## config.mk

```make
export PLATFORM = sky130hd
export DESIGN_NAME = bcd_scan_decoder
export DESIGN_NICKNAME = d
export VERILOG_FILES = /design/src/rtl/bcd_scan_decoder.sv
export SDC_FILE = /design/constraint.sdc
export NUM_CORES = 1
export LEC_CHECK = 0
export ABC_AREA = 1
export ABC_CLOCK_PERIOD_IN_PS = 1740
export CORE_ASPECT_RATIO = 1.1
export CORE_MARGIN = 4
export CORE_UTILIZATION = 45
export DETAILED_ROUTE_END_ITERATION = 8
export PLACE_DENSITY = 0.74
export SLEW_MARGIN = 20
export SYNTH_ARGS = -nofsm -noshare
export SYNTH_HDL_FRONTEND = slang
export SYNTH_SLANG_ARGS = --single-unit
```

## constraint.sdc

```tcl
create_clock -name clk -period 1.74 [get_ports clk]
set_clock_uncertainty 0.2 [all_clocks]
set_input_delay 0.174 -clock clk [delete_from_list [all_inputs] [get_ports clk]]
set_output_delay 0.174 -clock clk [all_outputs]
set_load 0.1 [all_outputs]
```

## src/rtl/bcd_scan_decoder.sv

```systemverilog
// Multiplexed BCD display scanner: holds DIGITS packed BCD digits, steps through them every SCAN_DIV clocks
// and drives a registered one-hot decimal decode. Define LEADING_ZERO_BLANK_EN to blank leading zero digits.
module bcd_scan_decoder #(
    parameter int DIGITS   = 4,
    parameter int SCAN_DIV = 4
) (
    input  logic                  clk,
    input  logic                  rst,
    input  logic                  load,
    input  logic [4*DIGITS-1:0]   bcd_in,
    output logic [9:0]            dec_out,
    output logic [DIGITS-1:0]     digit_sel,
    output logic                  invalid,
    output logic                  frame_done
);

    localparam int IDX_W = (DIGITS > 1) ? $clog2(DIGITS) : 1;
    localparam int PRE_W = (SCAN_DIV > 1) ? $clog2(SCAN_DIV) : 1;
    localparam logic [IDX_W-1:0] IDX_LAST = IDX_W'(DIGITS - 1);
    localparam logic [PRE_W-1:0] PRE_LAST = PRE_W'(SCAN_DIV - 1);

    logic [4*DIGITS-1:0] data_q, data_d;
    logic [PRE_W-1:0]    presc_q, presc_d;
    logic [IDX_W-1:0]    idx_q, idx_d;
    logic                wrap_q, wrap_d;
    logic [9:0]          dec_out_q, dec_out_d;
    logic [DIGITS-1:0]   digit_sel_q, digit_sel_d;
    logic                invalid_q, invalid_d;
    logic                frame_done_q, frame_done_d;

    logic                adv_s;
    logic [3:0]          sel_nib_s;
    logic [DIGITS-1:0]   blank_s;
    logic                sel_blank_s;
`ifdef LEADING_ZERO_BLANK_EN
    logic                zero_run_s;
`endif

    function automatic logic [9:0] bcd_to_onehot(input logic [3:0] nib);
        logic [9:0] onehot;
        if (nib <= 4'd9) begin
            onehot = 10'b00_0000_0001 << nib;
        end else begin
            onehot = 10'b00_0000_0000;
        end
        return onehot;
    endfunction

    function automatic logic nib_is_bad(input logic [3:0] nib);
        return (nib > 4'd9);
    endfunction

    // Scan timing: prescaler, digit index and the end-of-frame marker.
    always_comb begin
        adv_s   = (presc_q == PRE_LAST);
        presc_d = presc_q;
        idx_d   = idx_q;
        if (adv_s) begin
            presc_d = '0;
            if (idx_q == IDX_LAST) begin
                idx_d = '0;
            end else begin
                idx_d = idx_q + IDX_W'(1);
            end
        end else begin
            presc_d = presc_q + PRE_W'(1);
        end
        wrap_d       = adv_s && (idx_q == IDX_LAST);
        frame_done_d = wrap_q;
        if (load) begin
            data_d = bcd_in;
        end else begin
            data_d = data_q;
        end
    end

    // Leading-zero mask: a digit above 0 is blank when it and every digit above it are zero.
    always_comb begin
        blank_s = '0;
`ifdef LEADING_ZERO_BLANK_EN
        zero_run_s = 1'b1;
        for (int k = DIGITS - 1; k >= 1; k--) begin
            zero_run_s = zero_run_s & (data_q[4*k +: 4] == 4'd0);
            blank_s[k] = zero_run_s;
        end
`endif
    end

    // Output decode from the current held data and scan position.
    always_comb begin
        sel_nib_s   = 4'd0;
        sel_blank_s = 1'b0;
        invalid_d   = 1'b0;
        digit_sel_d = '0;
        for (int k = 0; k < DIGITS; k++) begin
            digit_sel_d[k] = (idx_q == IDX_W'(k));
            sel_nib_s      = sel_nib_s | (data_q[4*k +: 4] & {4{digit_sel_d[k]}});
            sel_blank_s    = sel_blank_s | (blank_s[k] & digit_sel_d[k]);
            invalid_d      = invalid_d | nib_is_bad(data_q[4*k +: 4]);
        end
        if (sel_blank_s) begin
            dec_out_d = 10'b00_0000_0000;
        end else begin
            dec_out_d = bcd_to_onehot(sel_nib_s);
        end
    end

    // State and output registers; reset wins over load and aborts any pending frame pulse.
    always_ff @(posedge clk) begin
        if (rst) begin
            data_q       <= '0;
            presc_q      <= '0;
            idx_q        <= '0;
            wrap_q       <= 1'b0;
            dec_out_q    <= 10'b00_0000_0000;
            digit_sel_q  <= '0;
            invalid_q    <= 1'b0;
            frame_done_q <= 1'b0;
        end else begin
            data_q       <= data_d;
            presc_q      <= presc_d;
            idx_q        <= idx_d;
            wrap_q       <= wrap_d;
            dec_out_q    <= dec_out_d;
            digit_sel_q  <= digit_sel_d;
            invalid_q    <= invalid_d;
            frame_done_q <= frame_done_d;
        end
    end

    assign dec_out    = dec_out_q;
    assign digit_sel  = digit_sel_q;
    assign invalid    = invalid_q;
    assign frame_done = frame_done_q;

endmodule

```

-- Word level (Yosys, flattened, before mapping)
Index checks and enable logic that the tools add are counted.
- flip-flop bits (word level): 37
- input port bits: 19
- output and inout bits: 16
- logic and storage cells: 36
- add/subtract/negate cells: 2
- $lt $le $gt $ge: 5
- equality and inequality tests: 4
- shift operators: 1
- muxes and demuxes: 1
- bitwise operators: 11
- reduce and logical (&&, ||, !) cells: 4
- operators with widths (operator ; count):
    4-bit bitwise AND ; 4
    4-bit > comparator (second input constant) ; 4
    4-bit bitwise OR ; 3
    1-bit by 4-bit left shift with 10-bit output (first input constant) ; 1
    2-bit equality test (second input constant) ; 3
    2-bit by 1-bit adder with 2-bit output (second input constant) ; 2
    4-bit <= comparator (second input constant) ; 1
    2-bit OR reduction ; 2
    1-bit bitwise OR ; 3
    2-bit by 1-bit equality test with 1-bit output (second input constant) ; 1
    2-bit logical NOT ; 1
    2-bit two-way mux ; 1
    1-bit logical AND ; 1
    1-bit inverter ; 1

-- Depth between registers and ports, before layout
Gate-level depths: netlist of run 1.
- depth after elaboration: 8
- mapped depth: 8

-- Worst setup path before layout of run 1
Ideal clock, no wire load.
- path type: register to register
- from: register idx_q[0]
- to: register dec_out_q[3], in the netlist dec_out[3]
- data arrival time: 1103 ps
- required time: 1428 ps
- path slack: 325 ps
- stages on the path, launching flop included: 9
- clock period less this slack: 1415 ps
- path through: dfxtp_1 -> inv_1 -> ha_1 -> nand2_1 -> nand2_1 -> nor2_1 -> inv_1 -> nand2_1 -> nor2_1
- cells in the longest elaborated chain, start to end: 8
- elaborated cells between the ends (all ways): 15
- those cells by class: order compare (1); eq/ne (3); shift (1); bitwise (8); reduce/logical (2)
- RTL lines (what ; RTL line ; RTL):
    start, declared ; 24 ; logic [IDX_W-1:0] idx_q, idx_d;
    start signal, assigned ; 122 ; idx_q <= idx_d;
    2-bit logical NOT (*) ; 96 ; digit_sel_d[k] = (idx_q == IDX_W'(k));
    net digit_sel_d[0] ; 27 ; logic [DIGITS-1:0] digit_sel_q, digit_sel_d;
    4-bit bitwise AND (*) ; 97 ; sel_nib_s = sel_nib_s | (data_q[4*k +: 4] & {4{digit_sel_d[k]}});
    4-bit bitwise OR (*) (3 in series) ; 97 ;
    4-bit <= comparator ; 41 ; if (nib <= 4'd9) begin
    1-bit inverter (no source line) ; -- ;
    2-bit OR reduction (no source line) ; -- ;
    end signal, assigned ; 124 ; dec_out_q <= dec_out_d;
    end, declared ; 26 ; logic [9:0] dec_out_q, dec_out_d;
The timed path passes the listed nets; every way through them passes the cells marked *.
A chain may end at the register's enable or synchronous reset.

-- Worst setup path after layout of run 1
- from: register idx_q[0]
- to: register dec_out_q[1], in the netlist dec_out[1]
- elaborated cells between the ends (all ways): 15
- those cells by class: order compare (1); eq/ne (3); shift (1); bitwise (8); reduce/logical (2)
- RTL lines (what ; RTL line):
    2-bit equality test (*) ; 96
    net digit_sel_d[2] ; 27
    4-bit bitwise AND (*) ; 97
    4-bit bitwise OR (*) (2 in series) ; 97
    4-bit <= comparator ; 41
    1-bit inverter (no source line) ; --
    2-bit OR reduction (no source line) ; --
Marked as above.

==> results.sh, run 1 <==
export IMPL_viasPerCell=4.81
export IMPL_grt_pass1_vias=1169
export IMPL_yosys_top_cells_area="dfxtp_1, nor2_1, nand2_1"
export IMPL_wirelength_microns=2790
export IMPL_critical_path_class="flip-flop to flip-flop"
export IMPL_fin_crit_sh_pct=88.1
export IMPL_crit_fanout=5
export IMPL_r2r_cells=7
export IMPL_hpwl_microns=2240
export IMPL_pre_cts_ws_ns=0.162
export IMPL_synth_top_area_cell="dfxtp_1"
export IMPL_synthCells=178
export IMPL_worstMarginPinSlew_ns=0.242
export IMPL_min_period_ns=1.53
export IMPL_syn_area_sq_um=1400
export IMPL_grt_max_degree=21
export IMPL_rr_endpoint="dec_out[1]$_SDFF_PP0_"
export IMPL_instances_no_fill=250
export IMPL_ir_drop_v=0.000649
export IMPL_final_setup_tns_ns=0
export IMPL_synthDistinctLibCells=21
export IMPL_drt_initial_drc_count=39
export IMPL_wl_per_cell_microns=11.2
export IMPL_critPathLaunchType="flip-flop"
export IMPL_worst_slack_ns=0.206
export IMPL_port_buffers=34
export IMPL_cts_tree="yes"
export IMPL_ant_nets=0
export IMPL_grt_first_pass_wirelength_microns=4730
export IMPL_gr_total_overflow=0
export IMPL_die_h_microns=66.5
export IMPL_clockRootBuffer="clkbuf_4"
export IMPL_clock_latency_ns=0.35
export IMPL_worst_r2r_setup_slack_ns=0.21
export IMPL_clockBufferDepth=2
export IMPL_relSlewSlack_pct=83.9
export IMPL_track_usage_pct=16.1
export IMPL_cts_resized=0
export IMPL_hold_viol=0
export IMPL_area_growth_pct=42.1
export IMPL_leakagePower_nw=0.876
export IMPL_hp_class="primary input to flip-flop"
export IMPL_status="finished clean"
export IMPL_crit_family="simple AND/OR/NAND/NOR gates"
export IMPL_htreeDepth=2
export IMPL_r2r_start="idx_q[0]$_SDFFE_PP0P_"
export IMPL_cp_slowest_cell="dfxtp_2"
export IMPL_synthesis_nets=202
export IMPL_cp_buffers_inverters=1
export IMPL_arrival_ns=1.61
export IMPL_startpoint="idx_q[0]$_SDFFE_PP0P_"
export IMPL_io_pins=35
export IMPL_ys_seq_elements=37
export IMPL_die_w_microns=61.2
export IMPL_avgSynthCellArea_sq_um=7.87
export IMPL_critical_path_max_stage_delay_ns=0.39
export IMPL_antenna_cells=0
export IMPL_nNetsFinal=241
export IMPL_dr_pass1_iters=4
export IMPL_cts_made_buffers=5
export IMPL_clkSinkCount=37
export IMPL_cp_num_cells=7
export IMPL_drc_errors=0
export IMPL_yosysWarningCount=0
export IMPL_vias=1203
export IMPL_drv_cap=0
export IMPL_end_kind="flip-flop"
export IMPL_placed_cells=243
export IMPL_p_per_area_nw_per_um2=900
export IMPL_report_final_slew_viol_count=0
export IMPL_fmax_mhz=652
export IMPL_worstPathCellList="inv_1 -> ha_1 -> nand2_1 -> nand2_1 -> nor2_1 -> nand2_1 -> nor2_1"
export IMPL_antenna_found_initial=0
export IMPL_setup_viol=0
export IMPL_post_cts_buffers=0
export IMPL_cp_common_cell="nand2_1"
export IMPL_critPathCapture="dec_out[1]$_SDFF_PP0_"
export IMPL_routabilityCongestion=0.896
export IMPL_drive_gt1_share_pct=17.1
export IMPL_path_clk_slew_ns=0.11
export IMPL_ys_seq_area_share_pct=52.9
export IMPL_finalPower_mw=1.79
export IMPL_ctsHoldBuffers=0
export IMPL_die_area_sq_um=4070
export IMPL_worstPathRequired_ns=1.82
export IMPL_grt_setup_unrepaired="false"
export IMPL_core_area_sq_um=2880
export IMPL_start_util_pct=48.7
export IMPL_synth_top_area_share_pct=52.9
export IMPL_rows=20
==> Yosys cell counts <==
library cell  instances
nor3_1                2
nand3_2               2
nor3b_1               1
buf_6                 1
nand2_1              28
nand3_1               1
nand4_1               1
buf_4                 1
buf_2                 1
dfxtp_1              37
inv_1                12
inv_2                 3
nor2_4                1
nor2_2                1
nor2_1               51
ha_1                  5
o21ai_0              21
clkbuf_1              2
a211oi_1              1
nand2_2               4
a21oi_1               2
==> area by class of cell <==
class / instances / area [sq um]
Sequential cell: 37 / 742
Multi-Input combinational cell: 121 / 573
Timing Repair Buffer: 37 / 523
Tap cell: 33 / 41.3
Inverter: 15 / 56.3
Clock buffer: 7 / 55.1
Fill cell: 236 / 887
==> tightest hold or removal path, cell delays in order <==
cell and delay [ns]:
clkdlybuf4s50_1 0.39, nor2_1 0.10, nor2_1 0.05
==> layout by cell type (no fill, tap or decap) <==
cell type and count:
ha_1 5, nand2_2 4, buf_4 3, buf_12 16, nand2_1 28, nand3_2 2, a21oi_1 2, nor2_4 1
dfxtp_2 1, nand3_1 1, clkbuf_1 1, clkdlybuf4s50_1 18, nor2_1 51, clkbuf_4 5, nor2_2 1, nor3_1 2
inv_1 12, clkbuf_8 1, dfxtp_1 36, o21ai_0 21, nand4_1 1, nor3b_1 1, inv_2 3, a211oi_1 1
==> how the worst min path moves through the flow <==
stage,cells after the start,endpoint,start
floorplan,2,data_q[10]$_SDFFE_PP0P_,bcd_in[10]
global placement,2,frame_done$_SDFF_PP0_,frame_done_d$_SDFF_PP0_
detailed placement,2,frame_done$_SDFF_PP0_,frame_done_d$_SDFF_PP0_
CTS,3,data_q[12]$_SDFFE_PP0P_,bcd_in[12]
global route,3,data_q[10]$_SDFFE_PP0P_,bcd_in[10]
finish,3,data_q[12]$_SDFFE_PP0P_,bcd_in[12]
==> metal layers <==
metal  track usage, %  vias to the layer above  part of all wire (%)
met2             26.3                       33                    49
met5                0                        -                     0
met3             5.23                       11                   5.5
li1                 -                      629                     -
met4             10.6                        0                   3.7
met1             17.1                      530                    41
==> registers in the layout (all words and copies together) (netlist names) <==
register	count
presc_q	2
frame_done	1
invalid	1
idx_q	2
dec_out	10
data_q	16
frame_done_d	1
digit_sel	4
==> through the flow <==
stage	instance area (sq um)	hold slack (ns)	utilization (%)
floorplan	1400	0.109	-
global placement	1930	0.192	67.2
detailed placement	1930	0.207	67.2
CTS	1990	0.194	69.1
global route	1990	0.194	69.2
finish	1990	0.200	69.2
==> cells by family (layout without fill, tap and decap cells) <==
family                   Yosys count  after routing  share of synthesized area [%]
buffers and inverters             20             59                           6.25
AND/OR/NAND/NOR                   92             92                           27.7
adder cells (fa/ha/maj)            5              5                           4.46
AO/OA/AOI/OAI                     24             24                           8.75
flip-flops                        37             37                           52.9
==> where the power goes <==
part           internal (mW)  switching, mW  total, mW  leakage, nW
clock                  0.191          0.268      0.459       0.0314
sequential             0.900         0.0366      0.936        0.305
combinational          0.157          0.239      0.396        0.540
total                   1.25          0.544       1.79        0.876
(Power assumes the default switching activity.)
==> run 2, diff against run 1 <==
Settings changed: CELL_PAD_IN_SITES_DETAIL_PLACEMENT set to 1, CELL_PAD_IN_SITES_GLOBAL_PLACEMENT set to 2, CORE_UTILIZATION 45 to 27, PLACE_DENSITY 0.74 to not set, PLACE_DENSITY_LB_ADDON set to 0.1.
==> run 2 against run 1 <==
Effect of this change:
- sequential power about the same
- setup slack got worse by 0.015 ns
- first-iteration DRC count increased by 36%
- final area increased by 4.8%
- hold slack improved by 0.0076 ns
==> results.sh, run 2 (synthesized netlist as in run 1, its figures left out) <==
export IMPL_status="finished clean"
export IMPL_clockBufferDepth=2
export IMPL_vias=1210
export IMPL_routabilityCongestion=0.803
export IMPL_wirelength_microns=3300
export IMPL_viasPerCell=4.38
export IMPL_grt_setup_unrepaired="false"
export IMPL_post_cts_buffers=0
export IMPL_cp_buffers_inverters=1
export IMPL_mostFrequentLayoutCell="nor2_1"
export IMPL_area_growth_pct=48.8
export IMPL_grt_first_pass_wirelength_microns=5980
export IMPL_gr_total_overflow=0
export IMPL_cp_slowest_cell="dfxtp_1"
export IMPL_clkSinkCount=37
export IMPL_min_period_ns=1.55
export IMPL_hold_viol=0
export IMPL_worstPathCellList="inv_1 -> ha_1 -> nand2_1 -> nand2_2 -> nor2_4 -> nand3_2 -> nor2_1"
export IMPL_cts_resized=0
export IMPL_cts_made_buffers=5
export IMPL_die_w_microns=76.7
export IMPL_fmax_mhz=646
export IMPL_track_usage_pct=11.4
export IMPL_cts_tree="yes"
export IMPL_worstPathRequired_ns=1.76
export IMPL_p_switching_mw=0.578
export IMPL_placed_cells=268
export IMPL_worstMarginPinSlew_ns=0.266
export IMPL_htreeDepth=2
export IMPL_largest_register_ffs=16
export IMPL_ctsHoldBuffers=0
export IMPL_final_setup_tns_ns=0
export IMPL_drt_initial_drc_count=53
export IMPL_drv_cap=0
export IMPL_crit_fanout=5
export IMPL_antenna_cells=0
export IMPL_fillers=592
export IMPL_drc_errors=0
export IMPL_die_h_microns=83.6
export IMPL_pwr_share_seq_pct=44.6
export IMPL_p_comb_share_pct=19.0
export IMPL_leakagePower_nw=0.903
export IMPL_critical_path_max_stage_delay_ns=0.37
export IMPL_clock_latency_ns=0.29
export IMPL_start_util_pct=27.8
export IMPL_drive_gt1_share_pct=17.9
export IMPL_hp_class="flip-flop to flip-flop"
export IMPL_dr_pass1_iters=4
export IMPL_final_cell_mix="nor2_1, dfxtp_1, nand2_1"
export IMPL_instances_no_fill=276
export IMPL_io_pins=35
export IMPL_setup_viol=0
export IMPL_wl_per_cell_microns=11.9
export IMPL_path_clk_slew_ns=0.08
export IMPL_p_per_area_nw_per_um2=1010
export IMPL_critPathLaunchType="flip-flop"
export IMPL_ir_drop_v=0.000336
export IMPL_critical_path_class="flip-flop to flip-flop"
export IMPL_fin_crit_sh_pct=89.0
export IMPL_hpwl_microns=2630
export IMPL_crit_family="simple AND/OR/NAND/NOR gates"
export IMPL_p_clk_share_pct=36.3
export IMPL_clockRootBuffer="clkbuf_8"
export IMPL_die_area_sq_um=6410
export IMPL_end_kind="flip-flop"
export IMPL_core_area_sq_um=5030
export IMPL_grt_max_degree=21
export IMPL_ant_nets=0
export IMPL_report_final_slew_viol_count=0
export IMPL_antenna_found_initial=0
export IMPL_port_buffers=34
export IMPL_swShare_pct=27.5
export IMPL_arrival_ns=1.57
export IMPL_nNetsFinal=241
export IMPL_grt_pass1_vias=1304
export IMPL_internal_power_mw=1.53
export IMPL_top_register="data_q"
export IMPL_rows=27
export IMPL_relSlewSlack_pct=82.3
-- run 2: cell count changes in the layout (fill, tap and decap cells not counted) --
cell / before / now
clkbuf_8: 1 / 6
clkbuf_4: 5 / 0
nor2_2: 1 / 2
bufinv_16: 0 / 1
nor2_1: 51 / 50
-- run 2: final cells by class --
| cell class | count | area [sq um] | share of cell area, % |
|---|---|---|---|
| clock inverter | 1 | 30.0 | 1.44 |
| tap | 58 | 72.6 | 3.48 |
| clock buffer | 7 | 86.3 | 4.14 |
| timing repair buffer | 37 | 523 | 25.1 |
| multi-input combinational | 121 | 576 | 27.6 |
| sequential | 37 | 742 | 35.6 |
| inverter | 15 | 56.3 | 2.70 |
-- run 2: metal layers --
layer / routed length, microns / share of wire, % / up-vias / global-route usage [%]
li1: - / - / 629 / -
met1: 1510 / 46 / 547 / 13.9
met2: 1590 / 48 / 28 / 18.9
met3: 138 / 4.2 / 6 / 3.35
met4: 59 / 1.8 / 0 / 4.45
met5: 0 / 0 / - / 0
-- run 2: power groups by stage --
stage | Sequential (mW) | Clock [mW] | Combinational, mW
floorplan | 1.06 | 0 | 0.131
global placement | 0.956 | 0 | 0.398
global route | 0.945 | 0.825 | 0.439
CTS | 0.939 | 0.789 | 0.406
finish | 0.938 | 0.764 | 0.400
detailed placement | 0.958 | 0 | 0.405
-- run 2: final timing paths --
check / slack [ns] / to / depth (start not counted) / startpoint
worst max-delay path: 0.19 / dec_out[5]$_SDFF_PP0_ / 7 / idx_q[1]$_SDFFE_PP0P_
worst min-delay path: 0.21 / frame_done$_SDFF_PP0_ / 2 / frame_done_d$_SDFF_PP0_
worst max register to register: 0.19 / dec_out[5]$_SDFF_PP0_ / 7 / idx_q[1]$_SDFFE_PP0P_
worst min register to register: 0.21 / frame_done$_SDFF_PP0_ / 2 / frame_done_d$_SDFF_PP0_
-- run 2: metrics by stage --
stage | area, sq um | total power, mW | hold slack [ns] | setup WS, ns | util, %
detailed placement | 1970 | 1.36 | 0.199 | 0.106 | 39.1
global placement | 1970 | 1.35 | 0.197 | 0.152 | 39.1
global route | 2090 | 2.21 | 0.224 | 0.0352 | 41.4
floorplan | 1400 | 1.20 | 0.109 | 0.325 | -
finish | 2090 | 2.10 | 0.207 | 0.191 | 41.4
CTS | 2080 | 2.13 | 0.212 | 0.0939 | 41.4
-- run 2: worst min-delay path, stage by stage, from the launching register on --
cell and delay, ns:
dfxtp_1 0.30, inv_1 0.04, nor2_1 0.03
